File: src/rtl/exec_unit_seq.sv
// exec_unit_seq: execute-stage consumer of the decoder's 4-bit alu_cont code.
//   Integer ops (add, sub, and, or, slt) complete one cycle after accept.
//   FP ops are launched on an external FP datapath. A down-counter loaded with
//   LAT-1 tracks the op, and fpu_result is captured on the cycle the count reaches 0.
//   Results sit in a one-deep output register with a valid/ready handshake.
//
// Ports:
//   clk, rst_n              clock (rising edge), async active-low reset
//   in_valid/in_ready       op handshake from decode (alu_cont, src_a, src_b, rd_in)
//   out_valid/out_ready     result handshake toward writeback (result, rd_out, zero, illegal)
//   stall                   in_valid & ~in_ready
//   fpu_start/fpu_op/fpu_a/fpu_b   launch pulse and held operands for the FP datapath
//   fpu_result              FP datapath result, sampled when the counter expires
//
// Optional build macro EXEC_PERF_CNT_EN adds perf_stall_cycles[31:0]. This is a
// saturating count of the cycles in which stall=1.
//
// state   | meaning
// IDLE    | may accept a new op
// FP_WAIT | FP op in flight, counter running, no accepts
module exec_unit_seq #(
   parameter int XLEN      = 32,
   parameter int LAT_FADD  = 2,
   parameter int LAT_FMUL  = 2,
   parameter int LAT_FDIV  = 10,
   parameter int LAT_FSQRT = 12,
   parameter int CNT_W     = 5
) (
   input  logic            clk,
   input  logic            rst_n,
   input  logic            in_valid,
   output logic            in_ready,
   input  logic [3:0]      alu_cont,
   input  logic [XLEN-1:0] src_a,
   input  logic [XLEN-1:0] src_b,
   input  logic [4:0]      rd_in,
   output logic            out_valid,
   input  logic            out_ready,
   output logic [XLEN-1:0] result,
   output logic [4:0]      rd_out,
   output logic            zero,
   output logic            illegal,
   output logic            stall,
   output logic            fpu_start,
   output logic [2:0]      fpu_op,
   output logic [XLEN-1:0] fpu_a,
   output logic [XLEN-1:0] fpu_b,
   input  logic [XLEN-1:0] fpu_result
`ifdef EXEC_PERF_CNT_EN
   ,
   output logic [31:0]     perf_stall_cycles
`endif
);

   typedef enum logic {
      IDLE    = 1'b0,
      FP_WAIT = 1'b1
   } state_t;

   state_t            state, state_nxt;
   logic [CNT_W-1:0]  cnt;
   logic [4:0]        rd_pend;

   logic              is_fp;
   logic              op_illegal;
   logic [XLEN-1:0]   int_res;
   logic [2:0]        fp_op_dec;
   logic [CNT_W-1:0]  fp_lat;

   logic              accept;
   logic              load_int;
   logic              fp_done;

   // The output register is always free during FP_WAIT, so accepting only in
   // IDLE with a free/draining register is enough to keep FP completion from
   // overwriting an unconsumed result.
   assign in_ready = (state == IDLE) & (~out_valid | out_ready);
   assign stall    = in_valid & ~in_ready;
   assign accept   = in_valid & in_ready;
   assign load_int = accept & ~is_fp;
   assign fp_done  = (state == FP_WAIT) & (cnt == '0);

   always_comb begin
      is_fp      = 1'b0;
      op_illegal = 1'b0;
      int_res    = '0;
      fp_op_dec  = 3'd0;
      fp_lat     = '0;
      case (alu_cont)
         4'b0000: int_res = src_a + src_b;
         4'b0001: int_res = src_a - src_b;
         4'b0010: int_res = src_a & src_b;
         4'b0011: int_res = src_a | src_b;
         4'b0101: int_res = {{(XLEN-1){1'b0}}, ($signed(src_a) < $signed(src_b))};
         4'b1000: begin is_fp = 1'b1; fp_op_dec = 3'd0; fp_lat = CNT_W'(LAT_FADD - 1);  end
         4'b1001: begin is_fp = 1'b1; fp_op_dec = 3'd1; fp_lat = CNT_W'(LAT_FADD - 1);  end
         4'b1010: begin is_fp = 1'b1; fp_op_dec = 3'd2; fp_lat = CNT_W'(LAT_FMUL - 1);  end
         4'b1011: begin is_fp = 1'b1; fp_op_dec = 3'd3; fp_lat = CNT_W'(LAT_FDIV - 1);  end
         4'b1100: begin is_fp = 1'b1; fp_op_dec = 3'd4; fp_lat = CNT_W'(LAT_FSQRT - 1); end
         default: op_illegal = 1'b1;
      endcase
   end

   always_comb begin
      state_nxt = state;
      case (state)
         IDLE:    if (accept && is_fp) state_nxt = FP_WAIT;
         FP_WAIT: if (cnt == '0)       state_nxt = IDLE;
         default:                      state_nxt = IDLE;
      endcase
   end

   always_ff @(posedge clk or negedge rst_n) begin
      if (!rst_n) begin
         state     <= IDLE;
         cnt       <= '0;
         rd_pend   <= '0;
         fpu_start <= 1'b0;
         fpu_op    <= 3'd0;
         fpu_a     <= '0;
         fpu_b     <= '0;
         out_valid <= 1'b0;
         result    <= '0;
         rd_out    <= '0;
         zero      <= 1'b0;
         illegal   <= 1'b0;
      end else begin
         state     <= state_nxt;
         fpu_start <= accept & is_fp;

         if (accept && is_fp) begin
            fpu_op  <= fp_op_dec;
            fpu_a   <= src_a;
            fpu_b   <= src_b;
            rd_pend <= rd_in;
            cnt     <= fp_lat;
         end else if (state == FP_WAIT && cnt != '0) begin
            cnt <= cnt - CNT_W'(1);
         end

         if (load_int) begin
            result    <= int_res;
            rd_out    <= rd_in;
            zero      <= (int_res == '0);
            illegal   <= op_illegal;
            out_valid <= 1'b1;
         end else if (fp_done) begin
            result    <= fpu_result;
            rd_out    <= rd_pend;
            zero      <= (fpu_result == '0);
            illegal   <= 1'b0;
            out_valid <= 1'b1;
         end else if (out_ready) begin
            out_valid <= 1'b0;
         end
      end
   end

`ifdef EXEC_PERF_CNT_EN
   always_ff @(posedge clk or negedge rst_n) begin
      if (!rst_n) begin
         perf_stall_cycles <= '0;
      end else if (stall && perf_stall_cycles != 32'hFFFF_FFFF) begin
         perf_stall_cycles <= perf_stall_cycles + 32'd1;
      end
   end
`endif

endmodule

File: config.mk
export PLATFORM = sky130hd
export DESIGN_NAME = exec_unit_seq
export DESIGN_NICKNAME = d
export VERILOG_FILES = /design/src/rtl/exec_unit_seq.sv
export SDC_FILE = /design/constraint.sdc
export NUM_CORES = 1
export LEC_CHECK = 0
export BUFFER_PORTS_ARGS = -buffer_cell sky130_fd_sc_hd__buf_2
export CAP_MARGIN = 30
export CORE_ASPECT_RATIO = 0.75
export CORE_MARGIN = 2
export CORE_UTILIZATION = 57
export CTS_BUF_LIST = sky130_fd_sc_hd__clkbuf_16
export DETAILED_ROUTE_END_ITERATION = 10
export PLACE_DENSITY = 0.83
export SYNTH_ARGS = -nofsm -noshare
export SYNTH_HDL_FRONTEND = slang
export SYNTH_SLANG_ARGS = --single-unit
File: constraint.sdc
create_clock -name clk -period 2.75 [get_ports clk]
set_input_delay 0 -clock clk [delete_from_list [all_inputs] [get_ports clk]]
set_output_delay 0 -clock clk [all_outputs]
set_load 0.03 [all_outputs]
==> flow_summary.yaml, run 1 <==
die:
  start_util_pct: 58.73
  ios: 219
  row_count: 42
  die_y_um: 121.2
  die_w_um: 160.2
place:
  placedCellCount: 2024
  io_buffers: 218
  post-dp-hpwl_um: 32500
  gp_congestion: 1.004
clocking:
  clockBufferDepth: 2
  clock_sink_count: 119
  cts_buffers: 17
  htree_levels: 4
  root_buffer: "clkbuf_16"
yosys:
  syn-num-nets: 1575
  yosys.area.top_type: "dfrtp_1"
  ys.flop_type: "dfrtp_1"
  synth_edf_count: 0
  synthArstFlopShare_pct: 100.0
  yosysUniqueCellTypes: 84
  ys_ff_latch: 119
  synth.avg_cell_area_sq_um: 7.722
  syn-instance-count: 1351
  syn_area_sq_mm: 0.01043
  synth.area.top_cells: "dfrtp_1 29%, ha_1 14%, nand2_1 7.4%"
  post-synth-top-count-cell: "nand2_1"
  synth_common_cells: "206 x nand2_1, 122 x o21ai_0, 119 x dfrtp_1, 113 x ha_1, 102 x inv_1"
  synth_seq_area_share_pct: 28.54
  yosys_warnings: 0
  yosysTopAreaCellShare_pct: 28.54
run_status:
  first-error: "[ERROR GRT-0232] Routing congestion too high. Check the congestion heatmap in the GUI."
  haltStage: "global routing"
  outcome: "did not finish"
global_routing:
  grt.overflow.total: 2
  grtUsageTotal_pct: 79.24
  antenna_found_initial: 13
  grt_max_degree: 82
sta:
  postGrtWorstEndpoint: "zero$_DFFE_PN0P_/D"
  worstEndpointType: "register data pin"
-- cells by family after synthesis --
kind of cell	count (synthesis)	share of synthesized area, %
multiplexers	13	1.247
buffers and inverters	190	7.172
AO/OA/AOI/OAI	433	27.13
XOR/XNOR	11	0.9236
adder cells (fa/ha/maj)	115	13.94
flip-flops	119	28.54
AND/OR/NAND/NOR	470	21.05
-- layer usage --
metal	GRT usage, %	GRT overflow
met2	92.05	2
met3	69.99	0
met4	72.02	0
met5	57.75	0
met1	79.36	0
-- through the flow --
stage	setup TNS, ps	area [sq um]	setup slack, ps	utilization, %	hold slack, ps
4_1_cts	0	15360	1.848	86.48	1.151
3_5_place_dp	-4360	13830	-628.8	77.84	1.808
3_3_place_gp	-3491	13830	-518.4	77.84	-6.900
2_1_floorplan	-0.05129	10440	-0.05129	-	-295.6
-- timing repair --
| action | 4_1_cts |
|---|---|
| endpoints found under the hold margin | 132 |
| setup endpoints to repair | 1 |
| buffers inserted | 1 |
| hold buffers | 90 |
| pin swaps | 2 |
| gates resized for setup | 9 |
==> run 2: changes to the inputs <==
--- a/config.mk
+++ b/config.mk
@@ -7,12 +7,10 @@
 export LEC_CHECK = 0
 export BUFFER_PORTS_ARGS = -buffer_cell sky130_fd_sc_hd__buf_2
 export CAP_MARGIN = 30
-export CORE_ASPECT_RATIO = 0.75
 export CORE_MARGIN = 2
-export CORE_UTILIZATION = 57
-export CTS_BUF_LIST = sky130_fd_sc_hd__clkbuf_16
+export CORE_UTILIZATION = 40
 export DETAILED_ROUTE_END_ITERATION = 10
-export PLACE_DENSITY = 0.83
+export PLACE_DENSITY_LB_ADDON = 0.15
 export SYNTH_ARGS = -nofsm -noshare
 export SYNTH_HDL_FRONTEND = slang
 export SYNTH_SLANG_ARGS = --single-unit
==> flow_summary.yaml, run 2 <==
run_status:
  outcome: "complete, but fails checks"
  failed_checks: "hold timing, setup timing"
setup_path:
  crit_chain: "buf_8, inv_6, ha_4, o21ba_4, or4_4, buf_6, a21oi_4, nor3_4, nor2_1, nor4_1, or4b_4, or4_4, nor4_2, a41o_1"
  critPathLaunch: "src_b[1]"
  crit_top_cell: "or4_4"
  endpoint_kind: "flip-flop"
  crit_required_ps: 3120
  crit_buf_inv: 3
  crit_arrival_ps: 3160
  crit_slowest_cell: "or4_4"
  critPathKind: "primary input to flip-flop"
  critPathTopFamily: "simple AND/OR/NAND/NOR gates"
  slowest_delay_ps: 570
  r2r-start: "out_valid$_DFFE_PN0P_"
  crit_fanout: 5
  critPathLaunchType: "primary input"
detailed_routing:
  dr.pass1.iters: 7
  vias_per_cell: 5.447
  first_iter_violations: 1081
  antenna_left: 0
  wl_per_cell_um: 18.41
  wl_um: 42510
  vias: 12576
  drcViolationCount: 0
clocking:
  clock_sink_count: 119
  clockBufferDepth: 2
  cts_tree: "yes"
  htree_levels: 4
  cts_buffers: 17
  worstSkewPairLatency_ps: 430
  root_buffer: "clkbuf_16"
  clkTransAtPathRegs_ps: 70
pwr:
  switching_power_mw: 5.201
  p_int_mw: 6.052
  p_comb_share_pct: 51.2
  seq_power_share_pct: 27.1
  switching_share_pct: 46.22
  pwr_density_cell_mw_per_mm2: 683.2
  vdd_drop_max_mv: 0.5925
  clkPwrFrac_pct: 21.7
  leakagePower_nw: 8.207
yosys:
  synth_seq_area_share_pct: 28.54
  synth.area.top_cells: "dfrtp_1 29%, ha_1 14%, nand2_1 7.4%"
  synth.avg_cell_area_sq_um: 7.722
  yosys.area.top_type: "dfrtp_1"
  syn_area_sq_mm: 0.01043
  ys_ff_latch: 119
  yosysUniqueCellTypes: 84
  post-synth-top-count-cell: "nand2_1"
  synth_edf_count: 0
  yosysTopAreaCellShare_pct: 28.54
  syn-num-nets: 1575
  ys.flop_type: "dfrtp_1"
  yosys_warnings: 0
  syn-instance-count: 1351
  synth_common_cells: "206 x nand2_1, 122 x o21ai_0, 119 x dfrtp_1, 113 x ha_1, 102 x inv_1"
  synthArstFlopShare_pct: 100.0
global_routing:
  grt_max_degree: 79
  grt.overflow.total: 0
  grt_pass1_wl_um: 65190
  antenna_found_initial: 2
  grtUsageTotal_pct: 30.49
  grt_pass1_vias: 12117
die:
  ios: 219
  row_count: 59
  die_w_um: 165.5
  die_y_um: 165.5
  start_util_pct: 40.38
  die-area_sq_mm: 0.02739
  core-area_sq_mm: 0.02584
cells_and_area:
  nNetsFinal: 2183
  area_growth_pct: 57.89
  reg_top3: "fpu_a x32, fpu_b x32, result x32"
  final_cell_mix: "355 x buf_4, 214 x buf_2, 206 x nand2_1"
  n_fill_cell: 2234
  final_common_cell: "buf_4"
  drive_gt1_share_pct: 35.90
sta:
  worst_hold_slack_ps: -18.81
  min_period_over_period_pct: 101.6
  report.final.slew_viol_count: 0
  setup_viol: 1
  max-slew-margin-rel_pct: 52.38
  tightest_slew_ps: 710.0
  max_freq_mhz: 358.0
  hold_viol_final: 3
  setup_slack_ps: -43.00
  rsz0062_at_grt: "true"
  skew_ps: 12.36
  period_needed_ps: 2793
place:
  gp_congestion: 0.9964
  post-dp-hpwl_um: 32580
  io_buffers: 218
  dp_slack_ps: -665.6
hold_path:
  min_path_type: "primary input to flip-flop"
  min_from: "src_a[8]"
run:
  maxCapViolCount: 0
## run 2: worst paths after layout
kind	end	slack [ps]	depth (start not counted)
worst max-delay path	zero$_DFFE_PN0P_	-40	14
worst min-delay path	fpu_a[8]$_DFFE_PN0P_	-20	4
worst max register to register	zero$_DFFE_PN0P_	180	10
worst min register to register	fpu_op[0]$_DFFE_PN0P_	470	2
max in group asynchronous	fpu_b[23]$_DFFE_PN0P_	1780	3
min in group asynchronous	fpu_a[4]$_DFFE_PN0P_	110	2
## run 2: power groups by stage
stage | combinational (mW) | clock, mW | sequential, mW
floorplan | 1.83 | 0 | 4.51
global placement | 5.39 | 0 | 3.05
detailed placement | 5.48 | 0 | 3.07
CTS | 5.65 | 2.45 | 3.04
global route | 6.27 | 2.54 | 3.15
finish | 5.77 | 2.44 | 3.05
## run 2: layout make-up
cell class                      instances  area, sq um  share of cell area, %
Clock inverter                         14        162.7                 0.9875
Timing Repair Buffer                  676         4875                  29.59
Inverter                              103        394.1                  2.393
Antenna cell                            2        5.005                0.03038
Sequential cell                       119         2978                  18.08
Clock buffer                           18        439.2                  2.666
Tap cell                              335        419.2                  2.545
Multi-Input combinational cell       1042         7199                  43.71
## run 2: routing by layer
metal	wire (um)	track usage [%]	up-vias
met3	2929	3.821	65
met4	862	8.229	0
met2	19310	50.06	479
met1	19410	42.29	5964
li1	-	-	6068
met5	0	0	-
## run 2: logic make-up (layout without fill, tap and decap cells)
kind of cell / after synthesis / in the layout / synth area share, %
AOI/OAI and AO/OA: 433 / 433 / 27.13
xor gates and xnor gates: 11 / 11 / 0.9236
adders and majority gates: 115 / 115 / 13.94
buffers and inverters: 190 / 811 / 7.172
DFF: 119 / 119 / 28.54
muxes: 13 / 13 / 1.247
other: 0 / 2 / 0
and+or+nand+nor: 470 / 470 / 21.05
## run 2: worst reg2reg max path, delay by kind of cell, from the launching register on
kind               cells  cell delay [ps]
and+or+nand+nor        9             1910
AOI/OAI and AO/OA      1              220
DFF                    1              400
## run 2: through the flow
step	cells	util, %	area, sq um	TNS (ps)	total power, mW
finish	2309	63.75	16470	-43.00	11.25
global route	2309	63.75	16470	-97.71	11.96
CTS	2300	62.31	16100	0	11.14
detailed placement	2174	55.62	14370	-5352	8.548
global placement	2174	55.62	14370	-4624	8.447
floorplan	1351	-	10440	-0.05129	6.342
## run 2: repair_timing
item / in CTS / in global routing
setup endpoints to repair: 6 / 10
gates resized for setup: 33 / 72
hold buffers: 95 / 0
buffers inserted: 0 / 7
cloned: 0 / 0
pin swaps: 11 / 40
endpoints found under the hold margin: 143 / 0
Note: power is estimated with default switching activity, not from simulation.
